===== config.mk =====
export PLATFORM = sky130hd
export DESIGN_NAME = assign_op_accumulator
export DESIGN_NICKNAME = d
export VERILOG_FILES = /design/src/rtl/assign_op_pkg.sv /design/src/rtl/assign_op_divider.sv /design/src/rtl/assign_op_accumulator.sv
export SDC_FILE = /design/constraint.sdc
export NUM_CORES = 2
export LEC_CHECK = 0
export ABC_AREA = 1
export CAP_MARGIN = 10
export CORE_MARGIN = 2
export CORE_UTILIZATION = 55
export CTS_CLUSTER_SIZE = 20
export DETAILED_ROUTE_END_ITERATION = 16
export PLACE_DENSITY = 0.72
export SETUP_SLACK_MARGIN = 0.5
export SLEW_MARGIN = 20
export SYNTH_ARGS = -nofsm -noshare
export SYNTH_HDL_FRONTEND = slang
export SYNTH_SLANG_ARGS = --single-unit
export TNS_END_PERCENT = 20

===== constraint.sdc =====
create_clock -name clk -period 9.75 [get_ports clk]
set_input_delay 1.95 -clock clk [delete_from_list [all_inputs] [get_ports clk]]
set_output_delay 1.95 -clock clk [all_outputs]
set_load 0.05 [all_outputs]

===== src/rtl/assign_op_pkg.sv =====
// Shared types for the accumulator: operation codes and the divide-sequencing FSM states.
package assign_op_pkg;

  typedef enum logic [3:0] {
    OP_LOAD  = 4'd0,
    OP_ADD   = 4'd1,
    OP_SUB   = 4'd2,
    OP_MUL   = 4'd3,
    OP_DIV   = 4'd4,
    OP_MOD   = 4'd5,
    OP_AND   = 4'd6,
    OP_OR    = 4'd7,
    OP_XOR   = 4'd8,
    OP_SHL   = 4'd9,
    OP_SHR   = 4'd10,
    OP_ASHL  = 4'd11,
    OP_ASHR  = 4'd12,
    OP_NOP13 = 4'd13,
    OP_NOP14 = 4'd14,
    OP_NOP15 = 4'd15
  } op_e;

  typedef enum logic [1:0] {
    ST_IDLE,
    ST_DIVIDE,
    ST_FINISH
  } state_e;

endpackage


===== src/rtl/assign_op_divider.sv =====
// Iterative unsigned restoring divider, one quotient bit per clock, WIDTH iterations total.
module assign_op_divider #(
  parameter int WIDTH = 32
) (
  input  logic             clk,
  input  logic             rst,
  input  logic             start,
  input  logic [WIDTH-1:0] dividend,
  input  logic [WIDTH-1:0] divisor,
  output logic             busy,
  output logic [WIDTH-1:0] quotient,
  output logic [WIDTH-1:0] remainder,
  output logic             valid
);

  localparam int CW = $clog2(WIDTH + 1);

  logic [CW-1:0]    remaining;
  logic [WIDTH-1:0] rem_q, quo_q, dvs_q;
  logic [WIDTH-1:0] src_rem, src_quo, src_dvs;
  logic [WIDTH-1:0] step_rem, step_quo;
  logic [WIDTH:0]   trial, diff;

  // The first iteration runs on the start edge itself, straight from the operands.
  always_comb begin
    src_rem = rem_q;
    src_quo = quo_q;
    src_dvs = dvs_q;
    if (start && !busy) begin
      src_rem = '0;
      src_quo = dividend;
      src_dvs = divisor;
    end
    trial = {src_rem, src_quo[WIDTH-1]};
    diff  = trial - {1'b0, src_dvs};
    if (trial >= {1'b0, src_dvs}) begin
      step_rem = diff[WIDTH-1:0];
      step_quo = {src_quo[WIDTH-2:0], 1'b1};
    end else begin
      step_rem = trial[WIDTH-1:0];
      step_quo = {src_quo[WIDTH-2:0], 1'b0};
    end
  end

  always_ff @(posedge clk or posedge rst) begin
    if (rst) begin
      rem_q     <= '0;
      quo_q     <= '0;
      dvs_q     <= '0;
      remaining <= '0;
      busy      <= 1'b0;
      valid     <= 1'b0;
    end else begin
      valid <= 1'b0;
      if (start && !busy) begin
        rem_q     <= step_rem;
        quo_q     <= step_quo;
        dvs_q     <= divisor;
        remaining <= CW'(WIDTH - 1);
        busy      <= 1'b1;
      end else if (busy) begin
        rem_q     <= step_rem;
        quo_q     <= step_quo;
        remaining <= remaining - 1'b1;
        if (remaining == CW'(1)) begin
          busy  <= 1'b0;
          valid <= 1'b1;
        end
      end
    end
  end

  assign quotient  = quo_q;
  assign remainder = rem_q;

endmodule


===== src/rtl/assign_op_accumulator.sv =====
// Accumulator applying one operation per cycle to acc; DIV/MOD go through the iterative divider.
module assign_op_accumulator
  import assign_op_pkg::*;
#(
  parameter int               WIDTH       = 32,
  parameter logic [WIDTH-1:0] RESET_VALUE = '0
) (
  input  logic             clk,
  input  logic             rst,
  input  logic             op_valid,
  output logic             op_ready,
  input  logic [3:0]       op_code,
  input  logic [WIDTH-1:0] operand,
  output logic [WIDTH-1:0] acc,
  output logic             done,
  output logic             div_by_zero
);

  localparam int               SHW       = $clog2(WIDTH);
  localparam logic [WIDTH-1:0] WIDTH_LIM = WIDTH'(WIDTH);

  state_e           state, state_nxt;
  op_e              op;
  logic             accept, is_div_op, div_start, is_mod;
  logic             shift_big;
  logic [SHW-1:0]   shamt;
  logic [WIDTH-1:0] alu_res;
  logic             div_busy, div_valid;
  logic [WIDTH-1:0] div_quo, div_rem;

  assign op        = op_e'(op_code);
  assign accept    = op_valid && op_ready;
  assign is_div_op = (op == OP_DIV) || (op == OP_MOD);
  assign shift_big = (operand >= WIDTH_LIM);
  assign shamt     = operand[SHW-1:0];

  always_comb begin
    alu_res = acc;
    case (op)
      OP_LOAD: alu_res = operand;
      OP_ADD:  alu_res = acc + operand;
      OP_SUB:  alu_res = acc - operand;
      OP_MUL:  alu_res = acc * operand;
      OP_AND:  alu_res = acc & operand;
      OP_OR:   alu_res = acc | operand;
      OP_XOR:  alu_res = acc ^ operand;
      OP_SHL, OP_ASHL: alu_res = shift_big ? '0 : (acc << shamt);
      OP_SHR:  alu_res = shift_big ? '0 : (acc >> shamt);
      OP_ASHR: alu_res = shift_big ? {WIDTH{acc[WIDTH-1]}} : WIDTH'($signed(acc) >>> shamt);
      default: alu_res = acc;
    endcase
  end

  always_ff @(posedge clk or posedge rst) begin
    if (rst) state <= ST_IDLE;
    else     state <= state_nxt;
  end

  always_comb begin
    state_nxt = state;
    op_ready  = 1'b0;
    div_start = 1'b0;
    case (state)
      ST_IDLE: begin
        op_ready  = !div_busy;
        div_start = accept && is_div_op && (operand != '0);
        if (div_start) state_nxt = ST_DIVIDE;
      end
      ST_DIVIDE: if (div_valid) state_nxt = ST_FINISH;
      ST_FINISH: state_nxt = ST_IDLE;
      default:   state_nxt = ST_IDLE;
    endcase
  end

  // acc keeps its pre-divide value until the FINISH->IDLE edge.
  always_ff @(posedge clk or posedge rst) begin
    if (rst) begin
      acc         <= RESET_VALUE;
      done        <= 1'b0;
      div_by_zero <= 1'b0;
      is_mod      <= 1'b0;
    end else begin
      done        <= 1'b0;
      div_by_zero <= 1'b0;
      if (state == ST_IDLE && accept) begin
        if (is_div_op) begin
          if (operand == '0) begin
            done        <= 1'b1;
            div_by_zero <= 1'b1;
          end else begin
            is_mod <= (op == OP_MOD);
          end
        end else begin
          acc  <= alu_res;
          done <= 1'b1;
        end
      end else if (state == ST_FINISH) begin
        acc  <= is_mod ? div_rem : div_quo;
        done <= 1'b1;
      end
    end
  end

  assign_op_divider #(.WIDTH(WIDTH)) u_div (
    .clk       (clk),
    .rst       (rst),
    .start     (div_start),
    .dividend  (acc),
    .divisor   (operand),
    .busy      (div_busy),
    .quotient  (div_quo),
    .remainder (div_rem),
    .valid     (div_valid)
  );

endmodule


==> Yosys cells after proc, flatten, opt, wreduce, memory -nomap -nowiden <==
Index checks and enable logic that the tools add are counted.
{ "op_classes": {"reduce_logical": 18, "multipliers": 1, "n_lt_le_gt_ge": 2, "addsub": 4, "n_eq_ne": 20, "n_shift": 3, "n_mux": 36, "bitwise_logic": 4} }
{ "ops": {"columns": ["op", "n"], "rows": [
  ["two-way mux 32 bit", 15],
  ["case mux 32 bit (10 select lines)", 1],
  ["subtractor 32 bit", 2],
  ["greater-or-equal comparator 33 x 32 -> 1 bit", 1],
  ["adder 32 bit", 1],
  ["AND 32 bit", 1],
  ["greater-or-equal comparator 32 x 6 -> 1 bit, second input constant", 1],
  ["zero test 32 bit", 1],
  ["multiplier 32 x 32 -> 32 bit", 1],
  ["bitwise OR 32 bit", 1],
  ["nonzero test 32 bit", 1],
  ["left shift 32 x 5 -> 32 bit", 1],
  [">> shifter 32 x 5 -> 32 bit", 1],
  [">>> shifter 32 x 5 -> 32 bit", 1],
  ["bitwise XOR 32 bit", 1],
  ["== test 4 bit, second input constant", 5],
  ["== test 4 x 3 -> 1 bit, second input constant", 4],
  ["two-way mux 1 bit", 15],
  ["two-way mux 6 bit", 2],
  ["!= test 11 x 1 -> 1 bit, second input constant", 1],
  ["== test 4 x 2 -> 1 bit, second input constant", 2],
  ["== test 6 x 1 -> 1 bit, second input constant", 1],
  ["AND reduction 3 bit", 2],
  ["subtractor 6 x 1 -> 6 bit, second input constant", 1],
  ["other kinds (18)", 25]
]} }
{ "word_totals": {"output_inout_bits": 35, "input_bits": 39, "word_cells": 100, "reg_bits": 141} }

==> Depth between registers and ports, before layout <==
{ "logic_depth": {"depth_word": 12, "depth_mapped": 37, "ltp_nobuf": 34} }

==> Hierarchy <==
From an unflattened synthesis, not the netlist that was laid out.
{ "hier_totals": {"cells_unflattened": 5405, "area_unflattened_um2": 35031.1} }
{ "modules_own_cells": {"columns": ["module", "area_per_inst_um2", "seq_area_each_um2", "cells_each", "n_inst"], "rows": [
  ["assign_op_accumulator", 27573.9, 925.9, 4276, 1],
  ["assign_op_divider", 7457.2, 2602.5, 1129, 1]
]} }

==> Least setup slack after synthesis <==
OpenSTA, ideal clock, no wires.
{ "synth_path": {"kind": "input to register", "start": "in operand[3]", "end": "reg acc[30]", "n_path_buf": 4, "cell_stages": 25, "required_ns": 9.672, "setup_slack_ns": 0.944, "t_arrival_ns": 8.728, "setup_ns": 0.078, "path_cell_list": "clkbuf_1 -> clkbuf_1 -> buf_1 -> clkbuf_1 -> nand2_1 -> fa_1 -> fa_1 -> inv_1 -> fa_1 -> inv_1 -> fa_1 -> inv_1 -> fa_1 -> fa_1 -> fa_1 -> fa_1 -> ha_1 -> a21oi_1 -> o21ai_0 -> nor3b_1 -> nor4_1 -> a21oi_1 -> o211ai_1 -> nand3_1 -> a21oi_1"} }
{ "synth_via": {"elab_chain_cells": 5, "word_cells_on_any_way": 13, "classes_between": "2 x add/sub; 1 x mul; 1 x order compare; 3 x shift; 6 x mux"} }
{ "synth_lines": {"columns": ["element", "line", "rtl"], "rows": [
  ["start, declared", "assign_op_accumulator.sv:13", "input logic [WIDTH-1:0] operand,"],
  ["branches (longest 2 deep; another with multiplier 32 x 32 -> 32 bit)", null, null],
  ["case mux 32 bit (10 select lines) *", "assign_op_accumulator.sv:39", "case (op)"],
  ["two-way mux 32 bit *", "assign_op_accumulator.sv:86", "if (is_div_op) begin"],
  ["two-way mux 32 bit *", "assign_op_accumulator.sv:85", "if (state == ST_IDLE && accept) begin"],
  ["end signal, assigned", "assign_op_accumulator.sv:94", "acc <= alu_res;"],
  ["end signal, assigned", "assign_op_accumulator.sv:98", "acc <= is_mod ? div_rem : div_quo;"],
  ["end, declared", "assign_op_accumulator.sv:14", "output logic [WIDTH-1:0] acc,"]
]} }
Every way passes the cells marked *. The select of a mux whose other input is x is not followed.
A chain may end at the register's enable or synchronous reset.

==> Worst setup path in the final report <==
{ "layout_path": {"start": "in operand[17]", "end": "reg acc[31]"} }
{ "layout_via": {"elab_chain_cells": 5, "word_cells_on_any_way": 11, "classes_between": "2 x add/sub; 1 x mul; 1 x order compare; 1 x eq/ne; 5 x mux; 1 x reduce/logical"} }
{ "layout_lines": {"columns": ["element"], "rows": [
  ["branches (longest 5 deep; another with multiplier 32 x 32 -> 32 bit)"]
]} }
Parallel ways; which one is timed is not known. The select of a mux whose other input is x is not followed.

==> summary.txt <==
Outcome
  – Outcome: finished clean

Timing
  – Fmax: between 0.1 and 0.15 GHz
  – Final setup viols: 0
  – Fin crit period: around 9.0 ns
  – Final hold viol count: 0
  – Final Max Tran Viols: 0
  – Final hold slack: about 0.50 ns
  – RSZ-0062 raised after global routing: no
  – Setup Skew: about 0.0099 ns
  – Max-slew headroom: 0.264
  – Setup TNS: 0 ns
  – Final period util: 0.926
  – Worst slew pin tran: 1.09 ns

Clock tree
  – Worst skew pair latency: 0.44 ns
  – Clock transition at path regs: 0.07 ns
  – Post-CTS Resized: 0
  – Clock buffer depth: 2
  – Hold_buf cts: 0
  – CTS tree: yes
  – Clk sink count: 141
  – H-tree depth: 4
  – Root Driver: clkbuf_16
  – CTS Buf Count: 17
  – # Post-CTS Setup Buffers: 0

Routing
  – Wire length per cell: between 20 and 25 um
  – Residual DRC count: 0
  – Initial drt markers: 4343
  – Via count: 34268
  – Drt total wl: ~130000 um
  – First-pass DRT Iterations: 6
  – Final ANT Viol Nets: 0
  – Routed vias/inst: between 5 and 6

Setup path
  – Req. time, crit path: 10.11 ns
  – Critical Path Fanout Max: 10
  – R2r worst-path depth: 23
  – WS Path Type: primary input to flip-flop
  – Crit. End Element: flip-flop
  – WP data arrival: between 9 and 10 ns
  – CP Launch Type: primary input

Yosys
  – Post-Syn Instances: slightly above 5000
  – EDFF count, synth: 0
  – #FFs+latches synth: about 140
  – Area share of the largest cell type after synthesis: 0.245
  – Count leader, synth: nand2_1
  – Syn avg cell area: roughly 6.7 sq um
  – Synth unique cells: 57
  – Commonest cells in the netlist: nand2_1, inv_1, fa_1, o21ai_0, nor2_1
  – Most used DFF post-synth: dfrtp_1
  – Ys async rst share: 1.00
  – Seq/Total Area, Yosys: 0.105
  – Net Count, Synth: 5748
  – Syn. warnings: 0
  – Synth area leaders: fa_1, nand2_1, inv_1
  – Largest area contributor in the netlist: fa_1
  – Mapped Area: approximately 34000 sq um

Die
  – Top-level port count: 74
  – Width of the die: roughly 250 um
  – Row cnt: 90
  – Die ar.: 63000 sq um
  – DIE HEIGHT: approximately 250 um
  – Starting Density: 0.556
  – Core ar.: ~60000 sq um

Final layout
  – Final instance area: roughly 36000 sq um
  – Area delta synth->final: 6.68%
  – Final net count: 5709
  – Fraction of layout cells with a size suffix above 1: 0.0494
  – Fill count: 5900

Global routing
  – Gr usage total: 0.419
  – Initial antenna violation count: 9
  – First-pass GRT wire length: 199000 um
  – Total grt overflow: 0
  – Largest net degree at the start of global routing: between 70 and 80
  – Vias in the first global route: approximately 33000

Worst hold path
  – WHS Path Cells: 1
  – Min-Delay Path Class: flip-flop to flip-flop

Place
  – Port Buf Inserts: between 70 and 80
  – Area after DPL: roughly 35000 sq um
  – Hpwl dp: around 100000 um
  – RePlAce Congestion: ~1.1

Job
  – Max Cap Viol: 0
## layer usage
| metal | vias to the layer above | GRT usage | wire, um |
|---|---|---|---|
| met1 | 16404 | 0.554 | 50700 |
| met3 | 424 | 0.0811 | 15000 |
| met2 | 2004 | 0.658 | 57700 |
| met5 | - | 0 | 74 |
| met4 | 12 | 0.212 | 8250 |
| li1 | 15424 | - | - |
## state kept, by name, indices dropped and copies added, names as in the netlist
name / count
acc: 32
u_div.dvs_q: 32
u_div.quotient: 32
u_div.remainder: 32
u_div.remaining: 6
state: 2
div_by_zero: 1
done: 1
is_mod: 1
u_div.busy: 1
u_div.valid: 1
## worst paths after layout
check	from	end	slack [ns]
min	u_div.valid$_DFF_PP0_	state[0]$_DFFE_PP0P_	0.50
max	operand[17]	acc[31]$_DFFE_PP0P_	0.72
max reg2reg	acc[6]$_DFFE_PP0P_	acc[19]$_DFFE_PP0P_	1.85
min in group asynchronous	rst	div_by_zero$_DFF_PP0_	2.01
min reg2reg	u_div.valid$_DFF_PP0_	state[0]$_DFFE_PP0P_	0.50
max in group asynchronous	rst	acc[2]$_DFFE_PP0P_	6.21
## through the flow
stage | utilization | cells | worst slack, ns
finish | 0.593 | 5803 | 0.717
global route | 0.593 | 5802 | 0.535
CTS | 0.593 | 5801 | 0.784
detailed placement | 0.583 | 5769 | 0.337
global placement | 0.583 | 5769 | 0.394
floorplan | - | 5045 | 0.944
## cell usage in the layout (no fill, tap or decap), drive strengths merged, types with 28 or more instances in the layout
cell           instances
dfrtp                141
inv                 1103
a31oi                 33
ha                   254
or2                   47
clkdlybuf4s50         68
nand4                 47
nand3                192
xor2                  52
buf                  132
nor2                 275
nand2               1341
o21ai                382
a21oi                247
fa                   410
o211ai                58
nor3                  28
## cell families after synthesis
kind of cell,after synthesis,synth area share
AND/OR/NAND/NOR,1963,0.239
XOR/XNOR,73,0.0191
flip-flops,141,0.105
multiplexers,12,0.00358
AO/OA/AOI/OAI,832,0.140
buffers and inverters,1360,0.154
adder cells (fa/ha/maj),664,0.339
## layout make-up
class	instances	area (sq um)	share of cell area
inverters	1102	4140	0.116
well taps	782	978	0.0273
clock buffers	19	443	0.0124
clock inverters	13	153	0.00426
flip-flops and latches	141	3530	0.0988
multi-input cells	3544	24900	0.695
diodes	2	5.00	0.000140
repair buffers	200	1670	0.0467
## critical path, cell delays in order
cell             delay, ns
clkdlybuf4s50_1       1.07
nand2_1               0.18
fa_1                  0.57
inv_1                 0.06
fa_1                  0.56
fa_1                  0.46
fa_1                  0.55
inv_1                 0.05
fa_1                  0.47
inv_1                 0.06
fa_1                  0.45
fa_1                  0.58
fa_1                  0.44
ha_1                  0.37
a21o_1                0.22
a21oi_1               0.13
nor2_1                0.05
a211oi_1              0.26
o21ai_0               0.15
nor2_1                0.27
inv_1                 0.08
nand2_1               0.07
nand3_1               0.06
nand2_1               0.06
nand2_1               0.06
a21oi_1               0.12
Power is left out: the tool's default activity adds up to more than one toggle a clock period on the data nets, which glitch-free logic cannot reach.
